--- src/rtl/shift_pkg.sv ---
// Shared mode and FSM state encodings for the sequential shifter.
// Helpers classify a raw 3-bit mode code as legal and/or shifting.
package shift_pkg;

  typedef enum logic [2:0] {
    MODE_DIRECT = 3'b000,
    MODE_LSR    = 3'b001,
    MODE_LSL    = 3'b010,
    MODE_ASR    = 3'b011,
    MODE_ROR    = 3'b100,
    MODE_ROL    = 3'b101
  } mode_e;

  typedef enum logic [1:0] {
    ST_IDLE  = 2'b00,
    ST_SHIFT = 2'b01,
    ST_HOLD  = 2'b10
  } state_e;

  function automatic logic is_legal_mode(input logic [2:0] m);
    return (m <= MODE_ROL);
  endfunction

  // Direct mode is legal but never enters SHIFT.
  function automatic logic is_shift_mode(input logic [2:0] m);
    return (m >= MODE_LSR) && (m <= MODE_ROL);
  endfunction

endpackage

--- src/rtl/shift_seq_if.sv ---
// Request/result handshake bundle for shift_seq.
// master drives requests and consumes results; slave is the shifter side.
interface shift_seq_if #(
  parameter int SIZE = 8
);
  localparam int AMT_W = $clog2(SIZE);

  logic [SIZE-1:0]  DataIn;
  logic [AMT_W-1:0] amtIn;
  logic [2:0]       codeShift;
  logic             inValid;
  logic             inReady;
  logic [SIZE-1:0]  shiftOut;
  logic             outValid;
  logic             outReady;
  logic             errOut;

  modport master (
    output DataIn, amtIn, codeShift, inValid, outReady,
    input  inReady, shiftOut, outValid, errOut
  );

  modport slave (
    input  DataIn, amtIn, codeShift, inValid, outReady,
    output inReady, shiftOut, outValid, errOut
  );

endinterface

--- src/rtl/shift_seq_step.sv ---
// One-position combinational shift/rotate for shift_seq; zero latency.
// Unknown or direct modes pass the value through with a zero out-bit.
module shift_step
  import shift_pkg::*;
#(
  parameter int SIZE = 8
) (
  input  logic [SIZE-1:0] val_i,
  input  logic [2:0]      mode_i,
  output logic [SIZE-1:0] next_o,
  output logic            out_bit_o
);

  always_comb begin
    next_o    = val_i;
    out_bit_o = 1'b0;
    case (mode_i)
      MODE_LSR: begin
        next_o    = {1'b0, val_i[SIZE-1:1]};
        out_bit_o = val_i[0];
      end
      MODE_LSL: begin
        next_o    = {val_i[SIZE-2:0], 1'b0};
        out_bit_o = val_i[SIZE-1];
      end
      MODE_ASR: begin
        next_o    = {val_i[SIZE-1], val_i[SIZE-1:1]};
        out_bit_o = val_i[0];
      end
      MODE_ROR: begin
        next_o    = {val_i[0], val_i[SIZE-1:1]};
        out_bit_o = val_i[0];
      end
      MODE_ROL: begin
        next_o    = {val_i[SIZE-2:0], val_i[SIZE-1]};
        out_bit_o = val_i[SIZE-1];
      end
      default: begin
        next_o    = val_i;
        out_bit_o = 1'b0;
      end
    endcase
  end

endmodule

--- src/rtl/shift_seq.sv ---
// Sequential shifter, one bit per cycle; result valid 1+amt cycles after the request cycle.
// inReady only in IDLE; result held in HOLD until outReady. SHIFT_SEQ_CARRY_EN adds carryOut.
module shift_seq
  import shift_pkg::*;
#(
  parameter int SIZE = 8
) (
  input  logic        clk,
  input  logic        rst_n,
`ifdef SHIFT_SEQ_CARRY_EN
  output logic        carryOut,
`endif
  shift_seq_if.slave  bus
);

  localparam int AMT_W = $clog2(SIZE);

  state_e           state_q, state_d;
  logic [SIZE-1:0]  shift_q, shift_d;
  logic [2:0]       mode_q, mode_d;
  logic [AMT_W-1:0] cnt_q, cnt_d;
  logic             err_q, err_d;
  logic             in_ready;
  logic             out_valid;
  logic [SIZE-1:0]  step_next;
`ifdef SHIFT_SEQ_CARRY_EN
  logic             carry_q, carry_d;
  logic             step_bit;
`else
  logic             unused_step_bit;
`endif

  shift_step #(.SIZE(SIZE)) u_step (
    .val_i     (shift_q),
    .mode_i    (mode_q),
    .next_o    (step_next),
`ifdef SHIFT_SEQ_CARRY_EN
    .out_bit_o (step_bit)
`else
    .out_bit_o (unused_step_bit)
`endif
  );

  always_comb begin
    state_d   = state_q;
    shift_d   = shift_q;
    mode_d    = mode_q;
    cnt_d     = cnt_q;
    err_d     = err_q;
    in_ready  = 1'b0;
    out_valid = 1'b0;
`ifdef SHIFT_SEQ_CARRY_EN
    carry_d   = carry_q;
`endif
    case (state_q)
      ST_IDLE: begin
        in_ready = 1'b1;
        if (bus.inValid) begin
          shift_d = bus.DataIn;
          mode_d  = bus.codeShift;
          cnt_d   = bus.amtIn;
          err_d   = !is_legal_mode(bus.codeShift);
`ifdef SHIFT_SEQ_CARRY_EN
          carry_d = 1'b0;
`endif
          if ((bus.amtIn != '0) && is_shift_mode(bus.codeShift)) begin
            state_d = ST_SHIFT;
          end else begin
            state_d = ST_HOLD;
          end
        end
      end
      ST_SHIFT: begin
        shift_d = step_next;
        cnt_d   = cnt_q - AMT_W'(1);
`ifdef SHIFT_SEQ_CARRY_EN
        carry_d = step_bit;
`endif
        // The step taken at count 1 is the last one, so leave SHIFT on the same edge.
        if (cnt_q == AMT_W'(1)) begin
          state_d = ST_HOLD;
        end
      end
      ST_HOLD: begin
        out_valid = 1'b1;
        if (bus.outReady) begin
          state_d = ST_IDLE;
        end
      end
      default: begin
        state_d = ST_IDLE;
      end
    endcase
  end

  always_ff @(posedge clk) begin
    if (!rst_n) begin
      state_q <= ST_IDLE;
      shift_q <= '0;
      mode_q  <= MODE_DIRECT;
      cnt_q   <= '0;
      err_q   <= 1'b0;
`ifdef SHIFT_SEQ_CARRY_EN
      carry_q <= 1'b0;
`endif
    end else begin
      state_q <= state_d;
      shift_q <= shift_d;
      mode_q  <= mode_d;
      cnt_q   <= cnt_d;
      err_q   <= err_d;
`ifdef SHIFT_SEQ_CARRY_EN
      carry_q <= carry_d;
`endif
    end
  end

  assign bus.inReady  = in_ready;
  assign bus.outValid = out_valid;
  assign bus.shiftOut = shift_q;
  assign bus.errOut   = err_q;
`ifdef SHIFT_SEQ_CARRY_EN
  assign carryOut     = carry_q;
`endif

endmodule

--- src/flat_wrapper.sv ---
// flat-port wrapper written by rule: the top's interface ports become plain ports
module shift_seq_flat import shift_pkg::*;
#(
  parameter int SIZE = 8
)
  (clk, rst_n, bus_DataIn, bus_amtIn, bus_codeShift, bus_inValid, bus_outReady, bus_inReady, bus_shiftOut, bus_outValid, bus_errOut);
  shift_seq_if #(.SIZE(SIZE)) bus_i ();
  input  logic clk;
  input  logic rst_n;
  input wire logic [$bits(bus_i.DataIn)-1:0] bus_DataIn;
  input wire logic [$bits(bus_i.amtIn)-1:0] bus_amtIn;
  input wire logic [$bits(bus_i.codeShift)-1:0] bus_codeShift;
  input wire logic [$bits(bus_i.inValid)-1:0] bus_inValid;
  input wire logic [$bits(bus_i.outReady)-1:0] bus_outReady;
  output wire logic [$bits(bus_i.inReady)-1:0] bus_inReady;
  output wire logic [$bits(bus_i.shiftOut)-1:0] bus_shiftOut;
  output wire logic [$bits(bus_i.outValid)-1:0] bus_outValid;
  output wire logic [$bits(bus_i.errOut)-1:0] bus_errOut;
  assign bus_i.DataIn = bus_DataIn;
  assign bus_i.amtIn = bus_amtIn;
  assign bus_i.codeShift = bus_codeShift;
  assign bus_i.inValid = bus_inValid;
  assign bus_i.outReady = bus_outReady;
  assign bus_inReady = bus_i.inReady;
  assign bus_shiftOut = bus_i.shiftOut;
  assign bus_outValid = bus_i.outValid;
  assign bus_errOut = bus_i.errOut;
  shift_seq #(.SIZE(SIZE)) u_core (.clk(clk), .rst_n(rst_n), .bus(bus_i));
endmodule
--- config.mk ---
export PLATFORM = sky130hd
export DESIGN_NAME = shift_seq_flat
export DESIGN_NICKNAME = d
export VERILOG_FILES = /design/src/rtl/shift_pkg.sv /design/src/rtl/shift_seq_if.sv /design/src/rtl/shift_seq_step.sv /design/src/rtl/shift_seq.sv /design/src/flat_wrapper.sv
export SDC_FILE = /design/constraint.sdc
export NUM_CORES = 1
export LEC_CHECK = 0
export ABC_AREA = 1
export CORE_ASPECT_RATIO = 1.25
export CORE_UTILIZATION = 46
export CTS_CLUSTER_SIZE = 12
export DETAILED_ROUTE_END_ITERATION = 12
export MAX_ROUTING_LAYER = met4
export PLACE_DENSITY = 0.83
export REMOVE_ABC_BUFFERS = 1
export SYNTH_ARGS = -nofsm -noshare
export SYNTH_HDL_FRONTEND = slang
export SYNTH_SLANG_ARGS = --single-unit
--- constraint.sdc ---
create_clock -name clk -period 1.8 [get_ports clk]
set_clock_uncertainty 0.1 [all_clocks]
set_input_delay 0.36 -clock clk [delete_from_list [all_inputs] [get_ports clk]]
set_output_delay 0.36 -clock clk [all_outputs]
set_load 0.02 [all_outputs]
==> out/results.ini <==
[placement]
post-dp-hpwl_um = 1855
place_congestion = 0.8177
pre_cts_ws_ps = 94.14
numPlacedInstances = 245
port_buffers = 28
dpl_cell_area_um2 = 1501

[cells_and_area]
post_layout_nonfiller_instances = 249
drive_above_1_share = 0.1667
areaGrowthSynthToFinish_pct = 32.87
ff_latch_area_um2 = 341.6
post-route-cell-area_um2 = 1543
fin_nets = 238
multiInputGateArea_um2 = 685.7
final_core_util = 0.6422
filler_cell_count = 231
diodes = 0

[detailed_routing]
via_count = 1207
avgViaCountPerCell = 4.847
routed_wl_um = 2372
violation_count_after_the_first_detailed_routing_iteration = 26
routedWlPerCell_um = 9.526
drcViolationCount = 0
drt_pre_antenna_iters = 4
route.antenna.remaining_nets = 0

[sta]
final_min_period_over_clock_period = 0.9521
period_needed_ps = 1714
finalWorstSetupSlack_ps = 86.30
maxSlewViolCount = 0
finalSetupViolCount = 0
slew_headroom = 0.6787
rsz0062_at_grt = false
fin_tns_setup_ps = 0
timing.final.hold_violations = 0
worst_slew_pin_slew_ps = 481.5
achievable-frequency_mhz = 583.5

[synth]
post_syn_instances = 181
post_synth_instance_area_um2 = 1161
synthArstFlopShare = 0
synth_area_per_cell_um2 = 6.415
synth_area_leaders = dfxtp_1, nand2_1, nor2_1, inv_1, nand3_1
synth-seq-area-share = 0.2931
synthesized_flop_and_latch_total = 17
netlist.top_cell.by_area = dfxtp_1
synthDistinctLibCells = 23
main_flop_type_after_synthesis = dfxtp_1
synth_edf_count = 0
yosys.area.top_type_share = 0.2931
ys_warn_count = 0

[floorplan]
floorplan.die.height_um = 58.17
design.portCount = 29
die_x_um = 46.94
std_cell_core_area_um2 = 2402
num_rows = 20
dieArea_um2 = 2730
initial_utilization = 0.4833

[global_routing]
antenna_violations_before_repair = 0
vias_in_the_first_global_route = 1050
grt_max_degree = 15
grt_first_pass_wirelength_um = 4084
gr-total-overflow = 0
total_routing_usage_gr = 0.2068

[clock_network]
clk_pin_slew_worst_paths_ps = 100
clkSinkCount = 17
num_cts_buffers = 3
tritoncts = built
cts_hold_buffers = 0
clock_network_latency_to_the_later_pin_of_the_worst_skew_pair_ps = 290
ctsRootBufferMaster = clkbuf_4
post_cts.repair.setup_buffers = 0
max-clock-path-buffers = 2
clock_tree.htree_level_count = 1

[critical_path]
worst_path_max_delay_cell = clkdlybuf4s50_1
rr_startpoint = u_core.mode_q[1]$_SDFFE_PN0P_
worstPathArrival_ps = 1250
cp-start-kind = flip-flop
crit_path_start = u_core.bus.errOut$_SDFFE_PN0P_
crit_family = buffers and inverters
worst-endpoint-required_ps = 1340
max_stage_delay_ps = 610
path_class = reg -> out
critical_path_peak_fanout = 2
timing.critical_path.buf_inv = 1
nature_of_the_critical_path_endpoint = output pin
crit_chain = clkdlybuf4s50_1

[power_and_ir_drop]
leakagePower_nw = 0.7596
vdd.ir_drop.worst_uv = 985.2
power_density_nw_per_um2 = 1581

[run]
cap_viol_max_count = 0

[worst_hold_path]
worst_min_path_class = reg -> reg
min_from = u_core.cnt_q[1]$_SDFFE_PN0P_

[status]
run_status = finished, final reports clean

==> cells in the final DEF, fill, tap and decap left out, drive strengths merged <==
| cell | instances |
|---|---|
| ha | 3 |
| clkdlybuf4s50 | 18 |
| o21ai | 7 |
| inv | 27 |
| nand3 | 17 |
| a21oi | 13 |
| a31oi | 1 |
| dlygate4sd2 | 3 |
| a211oi | 2 |
| o22ai | 1 |
| nand2 | 54 |
| nor2 | 34 |
| clkbuf | 4 |
| o211ai | 1 |
| dfxtp | 17 |
| buf | 7 |
| dlymetal6s2s | 7 |
==> sequential cells by signal, indices dropped and copies added, names as in the netlist <==
| register | cells |
|---|---|
| u_core.bus.shiftOut | 8 |
| u_core.cnt_q | 3 |
| u_core.mode_q | 3 |
| u_core.state_q | 2 |
| u_core.bus.errOut | 1 |
==> per-stage QoR <==
| step | hold WS, ps | power [mW] |
|---|---|---|
| after floorplan | 356.4 | 1.758 |
| after global placement | 370.3 | 2.259 |
| after detailed placement | 378.9 | 2.273 |
| after CTS | 403.7 | 2.464 |
| after global routing | 429.8 | 2.679 |
| final | 396.7 | 2.438 |
==> per-layer routing <==
metal	share of wire	track usage
met1	0.44	0.2418
met2	0.51	0.3611
met3	0.036	0.01869
met4	0.013	0.06122
met5	0	-
==> worst paths after layout <==
kind | slack [ps] | end | cells after the start
max | 90 | bus_errOut | 1
min | 400 | u_core.cnt_q[1]$_SDFFE_PN0P_ | 2
max reg2reg | 220 | u_core.bus.shiftOut[5]$_SDFFE_PN0P_ | 8
min reg2reg | 400 | u_core.cnt_q[1]$_SDFFE_PN0P_ | 2
==> cells by family (layout without fill, tap and decap cells) <==
family,after synthesis,after routing,share of synthesized area
compound gates,25,25,0.1423
flops,17,17,0.2931
simple gates,105,105,0.4160
fa+ha+maj,3,3,0.03233
buf+inv,31,66,0.1164
==> synth_stat cells (all sizes together) (2+ instances only) <==
| cell type | number |
|---|---|
| a211oi | 2 |
| a21oi | 13 |
| buf | 3 |
| dfxtp | 17 |
| ha | 3 |
| inv | 27 |
| nand2 | 54 |
| nand3 | 17 |
| nor2 | 34 |
| o21ai | 7 |
==> power breakdown <==
part / internal [mW] / total [mW] / switching (mW) / leakage, nW
logic: 0.629 / 1.55 / 0.918 / 0.604
clock network: 0.0862 / 0.210 / 0.124 / 0.0150
registers: 0.529 / 0.681 / 0.152 / 0.141
total: 1.24 / 2.44 / 1.19 / 0.760
==> timing repair <==
| item | CTS | global route |
|---|---|---|
| pin swaps | 0 | 0 |
| endpoints found under the setup margin | 3 | 8 |
| cloned | 0 | 0 |
| resized for setup | 3 | 8 |
==> cell type report <==
type	instances	area share
tap	33	0.02676
sequential	17	0.2214
inverter	27	0.06569
clock buffer	4	0.01703
multi-input combinational	133	0.4444
timing repair buffer	35	0.2247
Power figures use the tool's default switching activity.
